===== src/rtl/vram_fill_pkg.sv =====
// Shared types and defaults for the VRAM fill engine.
package vram_fill_pkg;

    // Default widths match the GPU VRAM write port (4K x 8).
    localparam int DEFAULT_ADDR_WIDTH = 12;
    localparam int DEFAULT_DATA_WIDTH = 8;
    localparam int DEFAULT_LEN_WIDTH  = DEFAULT_ADDR_WIDTH + 1;

    // Source of each written word.
    typedef enum logic [1:0] {
        FILL_CONST  = 2'd0,
        FILL_INCR   = 2'd1,
        FILL_STREAM = 2'd2
    } fill_mode_e;

    // Engine control states.
    typedef enum logic [1:0] {
        IDLE   = 2'd0,
        RUN    = 2'd1,
        FINISH = 2'd2
    } fill_state_e;

    // Map the raw command mode field; the reserved code behaves as a constant fill.
    function automatic fill_mode_e decode_mode(input logic [1:0] raw);
        case (raw)
            2'd1:    return FILL_INCR;
            2'd2:    return FILL_STREAM;
            default: return FILL_CONST;
        endcase
    endfunction

endpackage


===== src/rtl/vram_fill_datagen.sv =====
// Combinational word generator: picks the data for the next VRAM write.
module vram_fill_datagen
    import vram_fill_pkg::*;
#(
    parameter int ADDR_WIDTH = DEFAULT_ADDR_WIDTH,
    parameter int DATA_WIDTH = DEFAULT_DATA_WIDTH
) (
    input  fill_mode_e              mode,
    input  logic [DATA_WIDTH-1:0]   value,
    input  logic [ADDR_WIDTH-1:0]   offset,
    input  logic [DATA_WIDTH-1:0]   src_data,
    output logic [DATA_WIDTH-1:0]   word
);

    // Select constant, incrementing (wraps modulo 2**DATA_WIDTH) or streamed data.
    always_comb begin
        // NOTE: every always_comb output gets a default first so no path can infer a latch.
        word = value;
        case (mode)
            FILL_INCR:   word = value + DATA_WIDTH'(offset);
            FILL_STREAM: word = src_data;
            default:     word = value;
        endcase
    end

endmodule


===== src/rtl/vram_fill_engine.sv =====
// VRAM fill engine: accepts one command, then writes one word per cycle
// (constant, incrementing or streamed) to the VRAM write port.
module vram_fill_engine
    import vram_fill_pkg::*;
#(
    parameter int ADDR_WIDTH = DEFAULT_ADDR_WIDTH,
    parameter int DATA_WIDTH = DEFAULT_DATA_WIDTH,
    parameter int LEN_WIDTH  = ADDR_WIDTH + 1
) (
    input  logic                    clk,
    input  logic                    rst_n,
    input  logic                    cmd_valid,
    output logic                    cmd_ready,
    input  logic [1:0]              cmd_mode,
    input  logic [ADDR_WIDTH-1:0]   cmd_base,
    input  logic [LEN_WIDTH-1:0]    cmd_len,
    input  logic [DATA_WIDTH-1:0]   cmd_value,
    input  logic                    abort,
    input  logic                    src_valid,
    output logic                    src_ready,
    input  logic [DATA_WIDTH-1:0]   src_data,
    output logic [ADDR_WIDTH-1:0]   vram_addr,
    output logic [DATA_WIDTH-1:0]   vram_wdata,
    output logic                    vram_we,
    output logic                    busy,
    output logic                    done
);

    localparam logic [LEN_WIDTH-1:0]  LEN_ONE  = LEN_WIDTH'(1);
    localparam logic [ADDR_WIDTH-1:0] ADDR_ONE = ADDR_WIDTH'(1);

    fill_state_e             state, state_next;

    // Latched command.
    fill_mode_e              mode_q;
    logic [ADDR_WIDTH-1:0]   base_q;
    logic [DATA_WIDTH-1:0]   value_q;

    // rem_q counts words still to be issued; offset_q is the index of the next word.
    logic [LEN_WIDTH-1:0]    rem_q;
    logic [ADDR_WIDTH-1:0]   offset_q;

    // Registered write port.
    logic [ADDR_WIDTH-1:0]   addr_q;
    logic [DATA_WIDTH-1:0]   wdata_q;
    logic                    we_q;

    // Issue-side control and generator inputs.
    logic                    accept;
    logic                    issue;
    fill_mode_e              gen_mode;
    logic [DATA_WIDTH-1:0]   gen_value;
    logic [ADDR_WIDTH-1:0]   gen_base;
    logic [ADDR_WIDTH-1:0]   gen_offset;
    logic [DATA_WIDTH-1:0]   gen_word;

    // A word is "issued" in the cycle its value is registered; it appears on the
    // write port one cycle later. CONST/INCR issue word 0 in the accept cycle so
    // the first write lands one cycle after accept; STREAM issues on each beat.
    vram_fill_datagen #(
        .ADDR_WIDTH (ADDR_WIDTH),
        .DATA_WIDTH (DATA_WIDTH)
    ) u_datagen (
        .mode     (gen_mode),
        .value    (gen_value),
        .offset   (gen_offset),
        .src_data (src_data),
        .word     (gen_word)
    );

    // Next-state, issue decision and stream handshake.
    always_comb begin
        state_next = state;
        accept     = 1'b0;
        issue      = 1'b0;
        src_ready  = 1'b0;
        gen_mode   = mode_q;
        gen_value  = value_q;
        gen_base   = base_q;
        gen_offset = offset_q;
        case (state)
            IDLE: begin
                // Feed the generator from the command bus so word 0 is ready at accept.
                gen_mode   = decode_mode(cmd_mode);
                gen_value  = cmd_value;
                gen_base   = cmd_base;
                gen_offset = '0;
                if (cmd_valid) begin
                    accept     = 1'b1;
                    issue      = (cmd_len != '0) && (gen_mode != FILL_STREAM);
                    state_next = (cmd_len == '0) ? FINISH : RUN;
                end
            end
            RUN: begin
                if (abort) begin
                    // Abort wins: no issue, no beat consumed this cycle.
                    state_next = IDLE;
                end else begin
                    src_ready = (mode_q == FILL_STREAM) && (rem_q != '0);
                    issue     = (rem_q != '0) && ((mode_q != FILL_STREAM) || src_valid);
                    // Last word is on the port now and nothing is left to issue.
                    if (we_q && (rem_q == '0)) begin
                        state_next = FINISH;
                    end
                end
            end
            FINISH: state_next = IDLE;
            default: state_next = IDLE;
        endcase
    end

    // State register.
    always_ff @(posedge clk or negedge rst_n) begin
        if (!rst_n) begin
            state <= IDLE;
        end else begin
            // NOTE: sequential state uses non-blocking assignments so every register
            // samples pre-edge values regardless of block ordering.
            state <= state_next;
        end
    end

    // Command latch, progress counters and registered write port.
    always_ff @(posedge clk or negedge rst_n) begin
        if (!rst_n) begin
            mode_q   <= FILL_CONST;
            base_q   <= '0;
            value_q  <= '0;
            rem_q    <= '0;
            offset_q <= '0;
            addr_q   <= '0;
            wdata_q  <= '0;
            we_q     <= 1'b0;
        end else begin
            we_q <= issue;
            if (issue) begin
                addr_q  <= gen_base + gen_offset;
                wdata_q <= gen_word;
            end
            if (accept) begin
                mode_q   <= gen_mode;
                base_q   <= cmd_base;
                value_q  <= cmd_value;
                rem_q    <= issue ? (cmd_len - LEN_ONE) : cmd_len;
                offset_q <= issue ? ADDR_ONE : '0;
            end else if (issue) begin
                rem_q    <= rem_q - LEN_ONE;
                offset_q <= offset_q + ADDR_ONE;
            end
        end
    end

    assign cmd_ready  = (state == IDLE);
    assign busy       = (state != IDLE);
    assign done       = (state == FINISH);
    assign vram_addr  = addr_q;
    assign vram_wdata = wdata_q;
    assign vram_we    = we_q;

endmodule


===== config.mk =====
export PLATFORM = sky130hd
export DESIGN_NAME = vram_fill_engine
export DESIGN_NICKNAME = d
export VERILOG_FILES = /design/src/rtl/vram_fill_pkg.sv /design/src/rtl/vram_fill_datagen.sv /design/src/rtl/vram_fill_engine.sv
export SDC_FILE = /design/constraint.sdc
export NUM_CORES = 1
export LEC_CHECK = 0
export ABC_AREA = 1
export CAP_MARGIN = 20
export CORE_ASPECT_RATIO = 0.9
export CORE_MARGIN = 2
export CORE_UTILIZATION = 30
export CTS_CLUSTER_DIAMETER = 40
export DETAILED_ROUTE_END_ITERATION = 10
export PLACE_DENSITY = 0.59
export REMOVE_ABC_BUFFERS = 1
export SYNTH_ARGS = -nofsm -noshare
export SYNTH_HDL_FRONTEND = slang
export SYNTH_SLANG_ARGS = --single-unit

===== constraint.sdc =====
create_clock -name clk -period 3.4 [get_ports clk]
set_input_delay 1.02 -clock clk [delete_from_list [all_inputs] [get_ports clk]]
set_output_delay 1.02 -clock clk [all_outputs]
set_load 0.01 [all_outputs]

==> impl_metrics.csv, run 1 <==
group,metric,value,unit
clock_tree,cts.sinks,70,
synth,syn_avg_cell_area,6.744,sq um
power,seq_power_share,29.4,%
setup_path,slowest_delay,400,ps
synth,synth_seq_area_share,34.68,%
setup_path,required,2380,ps
synth,syn_area,5051,sq um
placement,hpwl,9.997,mm
clock_tree,tritoncts,"yes",
clock_tree,clk_path_buf_depth,2,
timing,maxSlewHeadroom,52.83,%
worst_hold_path,worstHoldStart,"vram_addr[1]",
synth,synth_top_area_share,34.68,%
placement,routabilityCongestion,0.8869,
detailed_routing,avgViaCountPerCell,4.697,
setup_path,r2r-start,"state[0]",
setup_path,worstPathArrival,1940,ps
setup_path,cp_num_buf_inv,2,
power,swShare,41.46,%
worst_hold_path,min_path_type,"reg -> reg",
clock_tree,cts_buffers,9,
power,combPwrFrac,49.2,%
setup_path,critPathSlowestCell,"clkdlybuf4s50_1",
timing,setup_slack,436.8,ps
global_routing,track_usage,15.76,%
die,dieArea,17890,sq um
synth,ys_warn_count,0,
power,power.density,757.6,nW/um^2
timing,rsz0062_at_grt,"false",
die,core_area,16300,sq um
die,ioPinCount,73,
synth,synth_largest_area_cell,"dfrtp_1",
setup_path,path_class,"in -> out",
placement,pre_cts_ws,36.74,ps
detailed_routing,postRouteAntennaNets,0,
finish,syn_to_final_growth,25.71,%
die,initial_core_util,31.00,%
clock_tree,htreeDepth,3,
clock_tree,path_clk_slew,60,ps
detailed_routing,finalWirelength,13.34,mm
detailed_routing,drt_iter0_markers,210,
die,rows,44,
global_routing,grt_max_degree,54,
global_routing,antenna_found_initial,0,
clock_tree,clkLatencyLatePin,350,ps
power,p_switching,0.001994,W
timing,finClkSkew,8.535,ps
die,die_height,127.1,um
timing,slew_viol_final,0,
synth,ys_ff_latch,70,
detailed_routing,firstDrtPassIters,5,
detailed_routing,wl_per_cell,12.91,um
synth,yosysUniqueCellTypes,42,
finish,antenna_cells,0,
timing,fmax,337.5,MHz
power,ir_drop,0.0002362,V
setup_path,crit_chain,"clkdlybuf4s50_1 > nor2_1 > nand2_1 > nor3_1 > dlymetal6s2s_1",
power,intPower,0.002816,W
setup_path,worstSetupStartpoint,"abort",
finish,drive_above_1_share,7.264,%
timing,worst_pin_slew,707.6,ps
timing,hold_viol_final,0,
detailed_routing,num_vias,4852,
die,die_w,140.8,um
power,leakage,3.136,nW
global_routing,overflow,0,
placement,port_buffers,72,
timing,setup_viol,0,
flow_run,maxCapViolCount,0,
timing,min_period,2963,ps
global_routing,grt_pass1_wl,22.70,mm
placement,dp.cells,1017,
finish,fin_nets,887,
synth,syn_inst,749,
setup_path,crit_family,"buffers and inverters",
timing,whs,470.4,ps
detailed_routing,drcViolationCount,0,
setup_path,cp_max_fo,2,
finish,final_cell_mix,"nand2_1, inv_1, nor2_1, dfrtp_1, clkdlybuf4s50_1",
global_routing,grt_pass1_vias,4572,
setup_path,critPathLaunchType,"input pin",
timing,fin_crit_sh,87.15,%
finish,fin_cells,1033,
setup_path,end_kind,"output pin",
synth,netlist_top_cells_area,"dfrtp_1, nand2_1, inv_1",
outcome,status,"completed",
clock_tree,clockRootBuffer,"clkbuf_16",
finish,final_common_cell,"nand2_1",
finish,n_fill_cell,1745,
clock_tree,cts_hold_buf,0,
power,clkPwrFrac,21.4,%
## layout make-up
class                           count  area, sq um  area share (%)
Sequential cell                    70         1752           27.59
Multi-Input combinational cell    551         2773           43.67
Tap cell                          207        259.0           4.079
Timing Repair Buffer               86        860.8           13.56
Inverter                          103        389.1           6.128
Clock buffer                       12        246.5           3.882
Clock inverter                      4        70.07           1.103
## final timing paths
path	to	slack, ps	cells after the start
max	src_ready	440	5
min	vram_addr[1]	470	2
max reg2reg	vram_addr[10]	850	11
min reg2reg	vram_addr[1]	470	2
max in group asynchronous	base_q[8]	2000	2
min in group asynchronous	vram_wdata[2]	720	1
## Yosys cell counts
master,n
nand2_4,1
ha_1,18
nor3_1,15
a31oi_1,5
a21boi_1,1
inv_4,1
o21ai_0,58
mux2_2,1
o221ai_1,1
o31ai_1,1
dfrtp_1,70
or2_2,1
a221oi_1,1
nand3_2,4
nor2_2,5
and2_1,1
clkbuf_1,12
nand2_2,4
nand3_1,50
nor2_1,71
o21ai_2,3
buf_2,7
a211oi_1,1
nor2_4,1
a21oi_1,29
nand3_4,1
xor2_1,19
buf_1,1
nand2_1,218
nand4_1,7
a22o_1,2
nor3b_1,1
xnor2_1,5
inv_2,6
o21a_1,2
o21ai_1,17
o211ai_2,1
o21bai_1,4
buf_6,5
o32ai_1,1
inv_1,96
o21bai_2,1
## sequential cells by signal (all words and copies together) (netlist names)
register and count:
rem_q 13, base_q 12, offset_q 12, vram_addr 12
value_q 8, vram_wdata 8, mode_q 2, state 2
vram_we 1
## power groups by stage
stage / registers, W / logic, W / clock network [W]
detailed placement: 0.00143 / 0.00237 / 0
floorplan: 0.00144 / 0.00148 / 0
global placement: 0.00142 / 0.00235 / 0
finish: 0.00141 / 0.00237 / 0.00103
CTS: 0.00142 / 0.00239 / 0.00105
global route: 0.00147 / 0.00271 / 0.00108
## metrics by stage
step           instance area, sq um  utilization, %  setup TNS, ps  total power, W
2_1_floorplan                  4911               -         -10460        0.002916
4_1_cts                        6347           38.95              0        0.004859
5_1_grt                        6350           38.97              0        0.005264
3_5_place_dp                   6031           37.01              0        0.003801
6_report                       6350           38.97              0        0.004811
3_3_place_gp                   6031           37.01              0        0.003771
## routing by layer
layer	vias to the layer above	global-route usage, %	part of all wire [%]
li1	2538	-	-
met1	2183	22.45	50
met2	116	24.05	43
met3	15	3.711	5.2
met4	0	4.294	1.6
met5	-	0	0
## kinds of logic after synthesis
logic type                 count (synthesis)  synth area share, %
xor gates and xnor gates                  24                4.161
DFF                                       70                34.68
muxes                                      1               0.2229
buffers and inverters                    128                10.48
adders and majority gates                 18                4.459
AOI/OAI and AO/OA                        128                14.12
and+or+nand+nor                          380                31.88
## tightest hold or removal path: cells and delay by family, from the launching register on
| family | cells | cell delay (ps) |
|---|---|---|
| flops | 1 | 340 |
| simple gates | 2 | 100 |
## timing repair
action | in CTS | in global routing
setup endpoints to repair | 0 | 1
gates resized for setup | 0 | 1
setup buffers | 0 | 0
Power figures use the tool's default switching activity.
==> run 2: changes to the inputs <==
- CORE_UTILIZATION: 30 -> 50
- PLACE_DENSITY: 0.59 -> 0.84
- SLEW_MARGIN: default -> 25
==> run 2 against run 1 <==
Via count rose by 0.21%. First-iteration DRC count rose by 30%. Flip-flop and latch count did not move. Design area fell by 3.8%. Largest power group unchanged.
==> impl_metrics.csv, run 2 (synthesized netlist as in run 1, its figures left out) <==
group,metric,value,unit
clock_tree,cts.sinks,70,
setup_path,cp_max_fo,35,
global_routing,grt_pass1_wl,20.18,mm
timing,rsz0062_at_grt,"false",
detailed_routing,postRouteAntennaNets,0,
clock_tree,path_clk_slew,70,ps
timing,finClkSkew,9.863,ps
timing,worst_pin_slew,693.7,ps
detailed_routing,firstDrtPassIters,5,
timing,min_period,3052,ps
power,clkPwrFrac,15.2,%
power,combPwrFrac,53.0,%
global_routing,track_usage,22.87,%
setup_path,path_class,"reg -> out",
setup_path,end_kind,"output pin",
finish,fin_nets,884,
timing,fin_crit_sh,89.76,%
die,core_area,9742,sq um
die,dieArea,10920,sq um
power,leakage,3.056,nW
clock_tree,htreeDepth,3,
setup_path,critPathLaunchType,"flop",
global_routing,overflow,0,
detailed_routing,finalWirelength,11.84,mm
flow_run,maxCapViolCount,0,
finish,final_cell_mix,"nand2_1, inv_1, nor2_1, dfrtp_1, clkdlybuf4s50_1",
setup_path,worstPathArrival,2030,ps
clock_tree,cts_buffers,9,
finish,regMostFlops,"rem_q",
die,die_w,109.9,um
worst_hold_path,min_path_type,"reg -> reg",
setup_path,required,2380,ps
power,power.density,726.0,nW/um^2
power,swShare,44.10,%
placement,routabilityCongestion,0.8959,
global_routing,antenna_found_initial,0,
power,p_switching,0.001956,W
setup_path,slowest_delay,660,ps
clock_tree,clk_path_buf_depth,2,
setup_path,critPathSlowestCell,"clkdlybuf4s50_1",
timing,hold_viol_final,0,
placement,pre_cts_ws,61.36,ps
power,ir_drop,0.0003450,V
timing,setup_viol,0,
finish,largest_reg_flops,13,
timing,fmax,327.7,MHz
finish,drive_above_1_share,7.169,%
clock_tree,clockRootBuffer,"clkbuf_8",
placement,port_buffers,72,
setup_path,crit_chain,"inv_2 > nand2_2 > clkdlybuf4s50_1",
finish,syn_to_final_growth,20.93,%
power,intPower,0.002479,W
die,ioPinCount,73,
die,initial_core_util,51.85,%
placement,hpwl,9.068,mm
global_routing,grt_pass1_vias,4521,
die,die_height,99.35,um
die,rows,34,
detailed_routing,drcViolationCount,0,
clock_tree,clkLatencyLatePin,350,ps
global_routing,grt_max_degree,54,
timing,maxSlewHeadroom,53.59,%
timing,slew_viol_final,0,
clock_tree,tritoncts,"yes",
detailed_routing,num_vias,4862,
timing,setup_slack,348.1,ps
detailed_routing,drt_iter0_markers,273,
finish,final_core_util,62.70,%
detailed_routing,avgViaCountPerCell,5.123,
outcome,status,"completed",
detailed_routing,wl_per_cell,12.48,um
finish,antenna_cells,0,
power,seq_power_share,31.9,%
finish,final_common_cell,"nand2_1",
## run 2: area by class of cell
cell class	instances	area [sq um]
Clock buffer	9	123.9
Clock inverter	7	75.07
Fill cell	872	3633
Inverter	103	389.1
Multi-Input combinational cell	551	2773
Sequential cell	70	1752
Tap cell	126	157.7
Timing Repair Buffer	83	838.3
## run 2: metrics by stage
| step | hold WS (ps) | cells | power (W) | TNS (ps) | area (sq um) |
|---|---|---|---|---|---|
| global route | 514.3 | 949 | 0.004842 | 0 | 6108 |
| global placement | 459.3 | 933 | 0.003695 | 0 | 5907 |
| floorplan | 453.0 | 724 | 0.002916 | -10460 | 4911 |
| finish | 480.5 | 949 | 0.004435 | 0 | 6108 |
| CTS | 486.5 | 949 | 0.004445 | 0 | 6106 |
| detailed placement | 466.0 | 933 | 0.003764 | 0 | 5907 |
## run 2: routing by layer
| metal | up-vias | part of all wire, % | track usage [%] |
|---|---|---|---|
| met5 | - | 0 | 0 |
| met2 | 126 | 43 | 36.15 |
| li1 | 2535 | - | - |
| met3 | 16 | 4.7 | 3.408 |
| met4 | 0 | 2.1 | 6.913 |
| met1 | 2185 | 50 | 32.38 |
## run 2: path summary, 6_finish.rpt
kind	cells after the start	start	slack (ps)	to
max	3	state[0]	350	busy
min	2	vram_addr[10]	480	vram_addr[10]
max reg2reg	10	state[0]	660	vram_addr[5]
min reg2reg	2	vram_addr[10]	480	vram_addr[10]
max in group asynchronous	2	rst_n	2050	offset_q[0]
min in group asynchronous	1	rst_n	710	vram_wdata[1]
## run 2: power groups by stage
stage	logic, W	registers [W]	clock network (W)
floorplan	0.00148	0.00144	0
global placement	0.00228	0.00142	0
detailed placement	0.00234	0.00143	0
CTS	0.00235	0.00141	0.000683
global route	0.00266	0.00146	0.000723
finish	0.00235	0.00141	0.000672
## run 2: timing repair
item / 4_1_cts / 5_1_grt
setup buffers: 0 / 0
hold buffers: 0 / 0
resized for setup: 0 / 1
endpoints found under the setup margin: 0 / 1
## run 2: critical path: cells and delay by family, from the launching register on
family | cells | cell delay [ps]
buffers and inverters | 2 | 720
AND/OR/NAND/NOR | 1 | 510
flip-flops | 1 | 440
==> RTL change 1 (settings of run 2) <==
`DEFAULT_ADDR_WIDTH`: 12 -> 10.
--- a/src/rtl/vram_fill_pkg.sv
+++ b/src/rtl/vram_fill_pkg.sv
@@ -2,7 +2,7 @@
 package vram_fill_pkg;
 
     // Default widths match the GPU VRAM write port (4K x 8).
-    localparam int DEFAULT_ADDR_WIDTH = 12;
+    localparam int DEFAULT_ADDR_WIDTH = 10;
     localparam int DEFAULT_DATA_WIDTH = 8;
     localparam int DEFAULT_LEN_WIDTH  = DEFAULT_ADDR_WIDTH + 1;
 
Interface: changed (resized cmd_base, cmd_len and vram_addr); port bits go from 73 to 67. No check against the original RTL was run, so the function may have changed too.
==> RTL change 1 against run 2 <==
- core utilization shrank 0.32 points
- non-clock buffer count shrank 5
- worst setup slack gained 0.045 ns
- hold slack lost 0.0026 ns
- design area shrank 13%
- synthesized area shrank 14%
- synthesized cell count shrank 18%
- wire length shrank 12%
- clock skew shrank 0.0038 ns
- sequential cell count shrank 8
- sequential power shrank 14%
- first-iteration DRC count shrank 8.8%
- total power shrank 12%
- largest cell class unchanged
- highest routed layer unchanged
==> RTL change 1: results (changes against run 2) <==
Outcome = complete, no violations (unchanged)
Final HPWL DP = 7720 um (was 9070 um)
Share of layout cells above drive strength 1 = 8.36% (was 7.17%)
Post-synth top cells = 164 x nand2_1, 84 x inv_1, 62 x dfrtp_1 (was 218 x nand2_1, 96 x inv_1, 71 x nor2_1)
Peak supply drop = 0.475 mV (was 0.345 mV)
DP Area = 5120 um2 (was 5910 um2)
Htree depth = 3 (unchanged)
Crit-path slowest cell = clkdlybuf4s50_1 (unchanged)
Placed Cells = 787 (was 933)
Clock skew = 0.00609 ns (was 0.00986 ns)
Worst slew margin = 46.7% (was 53.6%)
Distinct cells, synth = 43 (was 42)
Hold path startpoint = vram_addr[7] (was vram_addr[10])
R2r startpoint = state[0] (unchanged)
Worst Hold Class = reg -> reg (unchanged)
Detail Route Antenna Nets = 0 (unchanged)
Family with the most delay on the worst path = buffers and inverters (unchanged)
Ys async rst share = 100% (unchanged)
Synthesized instance count = 611 (was 749)
Bufs on Longest Clock Path = 2 (unchanged)
Largest register FFs = 11 (was 13)
CTS Buf Count = 9 (unchanged)
Clock-pin slew of the registers on the worst-case setup and hold paths = 0.06 ns
Sw power = 0.00168 W (was 0.00196 W)
Root buffer cell = clkbuf_8 (unchanged)
Finished Layout Cells = 801 (was 949)
Later-pin clock latency in the skew report = 0.34 ns
First-pass GRT wire length = 17,700 um (was 20,200 um)
Seq/Total Area, Yosys = 35.7% (was 34.7%)
Largest net degree at the start of global routing = 63 (was 54)
Dpl ws = 0.00762 ns (was 0.0614 ns)
All-Layer GR Usage = 23.2% (was 22.9%)
Worst path max stage delay = 0.41 ns (was 0.66 ns)
Worst setup startpoint = abort (was state[0])
ANT cells = 0 (unchanged)
Vias in the first global route = 3,965 (was 4,521)
Number of port buffers = 66 (was 72)
Syn. warnings = 0 (unchanged)
Initial antenna violation count = 0 (unchanged)
Leak = 2.63 nW (was 3.06 nW)
Area contributors post-synth = dfrtp_1 36%, nand2_1 14%, inv_1 7.3%, o21ai_0 6.0%, nand3_1 4.7% (was dfrtp_1 35%, nand2_1 16%, inv_1 7.1%, o21ai_0 5.7%, nor2_1 5.3%)
Nets = 740 (was 884)
Total number of vias = 4,131 (was 4,862)
Fillers = 747 (was 872)
Pre-antenna DRT Iters = 5 (unchanged)
CP max FO = 2 (was 35)
DR WL/cell = 13.0 um (was 12.5 um)
Post-CTS Setup Bufs = 0 (unchanged)
Top reg by flops = rem_q (unchanged)
Iter 0 DRT Violations = 249 (was 273)
GPL Wtd Cong = 0.955 (was 0.896)
-- RTL change 1: kinds of logic after synthesis --
| family | count (synthesis) | share of synthesized area (%) |
|---|---|---|
| xor+xnor | 24 | 4.84 |
| flops | 62 | 35.7 |
| simple gates | 293 | 30.0 |
| fa+ha+maj | 17 | 5.24 |
| buf+inv | 109 | 10.3 |
| compound gates | 106 | 13.9 |
-- RTL change 1: routing by layer --
layer	vias up	wire (um)	track usage [%]
li1	2086	-	-
met1	1884	4700	31.1
met2	140	4890	37.7
met3	21	661	4.53
met4	0	196	7.67
met5	-	0	0
-- RTL change 1: power by group through the flow --
stage | Combinational [W] | Clock, W | Sequential (W)
5_1_grt | 0.00237 | 0.000626 | 0.00124
2_1_floorplan | 0.00131 | 0 | 0.00123
3_5_place_dp | 0.00207 | 0 | 0.00121
6_report | 0.00210 | 0.000586 | 0.00121
3_3_place_gp | 0.00201 | 0 | 0.00120
4_1_cts | 0.00209 | 0.000597 | 0.00121
-- RTL change 1: worst paths after layout --
kind,endpoint,slack (ns),cells past startpoint
worst min register to register,vram_addr[7],0.48,2
max in group asynchronous,vram_we,2.03,2
worst min-delay path,vram_addr[7],0.48,2
worst max-delay path,src_ready,0.39,7
min in group asynchronous,base_q[7],0.86,2
worst max register to register,vram_addr[9],0.73,10
-- RTL change 1: area by class of cell --
type | instances | area (um2) | area share (%)
clock buffer | 13 | 169 | 3.19
clock inverter | 1 | 5.00 | 0.0945
inverter | 88 | 330 | 6.24
multi-input combinational | 440 | 2340 | 44.2
sequential | 62 | 1550 | 29.3
tap | 119 | 149 | 2.81
timing repair buffer | 78 | 748 | 14.1
-- RTL change 1: repair_timing --
action / 4_1_cts / 5_1_grt
hold buffers: 0 / 0
endpoints found under the hold margin: 0 / 0
gates resized for setup: 0 / 1
endpoints found under the setup margin: 0 / 1
==> RTL change 2 (config.mk and constraints of run 2) <==
Made on the original files. Make the reset (`rst_n`) synchronous in 2 clocked blocks.
--- a/src/rtl/vram_fill_engine.sv
+++ b/src/rtl/vram_fill_engine.sv
@@ -110,7 +110,7 @@
     end
 
     // State register.
-    always_ff @(posedge clk or negedge rst_n) begin
+    always_ff @(posedge clk) begin
         if (!rst_n) begin
             state <= IDLE;
         end else begin
@@ -121,7 +121,7 @@
     end
 
     // Command latch, progress counters and registered write port.
-    always_ff @(posedge clk or negedge rst_n) begin
+    always_ff @(posedge clk) begin
         if (!rst_n) begin
             mode_q   <= FILL_CONST;
             base_q   <= '0;
Check against the original RTL: differs if rst_n is asserted again (counterexample within 4 cycles, from zero or initial values and one cycle with rst_n low); with rst_n held inactive, the same outputs for 4 cycles.
==> RTL change 2 against run 2 <==
- synthesized area shrank 5.9%
- via count increased by 6.8%
- worst setup slack worse by 0.15 ns
- sequential cell count is the same
- sequential share of layout area decreased by 4.4 points
- wire length increased by 16%
- first-iteration DRC count up 42%
- design area down 5.3%
Power is not compared: it rests on default switching activity, and its combinational part moved more than twofold at a synthesized area within 25%.
==> RTL change 2: results (changes against run 2) <==
Outcome = complete, no violations (unchanged)
Fin area = 5780 um2 (was 6110 um2)
Post-Synth XOR/XNOR Area = 3.68% (was 4.16%)
Vias/cell = 5.57 (was 5.12)
Placed Cells = 916 (was 933)
Final HPWL DP = 10,000 um (was 9070 um)
Multi-In Gates = 539 (was 551)
Iter 0 DRT Violations = 389 (was 273)
Non-Clock Buffer Count = 85 (was 83)
Main flop type after synthesis = dfxtp_1 (was dfrtp_1)
Seq/Total Area, Yosys = 29.5% (was 34.7%)
Final WL = 13,700 um (was 11,800 um)
Register-to-Register Path Depth = 12 (was 10)
Grt met2 use = 47.9% (was 36.1%)
Fillers = 854 (was 872)
Post-synthesis adder-cell area fraction = 4.74% (was 4.46%)
Dpl ws = 0.100 ns (was 0.0614 ns)
GPL Wtd Cong = 0.831 (was 0.896)
Clock skew = 0.0122 ns (was 0.00986 ns)
Wire length on met2 = 6530 um (was 5140 um)
CP max FO = 2 (was 35)
Met3 Use GR = 6.10% (was 3.41%)
Synth Area in Compound Gates = 20.9% (was 14.1%)
Later-pin clock latency in the skew report = 0.37 ns (was 0.35 ns)
Critical path arrival = 2.18 ns (was 2.03 ns)
Ys async rst share = 0% (was 100%)
-- RTL change 2: cell types whose count changed in the layout (fill, tap and decap cells not counted), sizes merged, moves of 3 or more --
cell | run 2 | this run
dfrtp | 70 | 0
a21oi | 29 | 59
inv | 103 | 100
o21ai | 78 | 83
o211ai | 1 | 7
xor2 | 19 | 16
nand2 | 223 | 162
dfxtp | 0 | 70
nor2 | 77 | 83
nand3b | 0 | 4
-- RTL change 2: logic make-up (layout without fill, tap and decap cells) --
kind of cell	count (synthesis)	count (layout)
simple gates	325	325
compound gates	176	176
flops	70	70
fa+ha+maj	18	18
buf+inv	126	201
xor+xnor	20	20
-- RTL change 2: worst max-delay path: cells and delay by family --
kind | cells | cell delay, ns
buffers and inverters | 2 | 0.98
and+or+nand+nor | 1 | 0.18
-- RTL change 2: worst paths after layout --
path | to | from | slack (ns)
setup / recovery | src_ready | abort | 0.20
setup reg to reg | vram_addr[10] | state[0] | 0.66
hold reg to reg | base_q[8] | base_q[8] | 0.45
hold / removal | base_q[8] | base_q[8] | 0.45
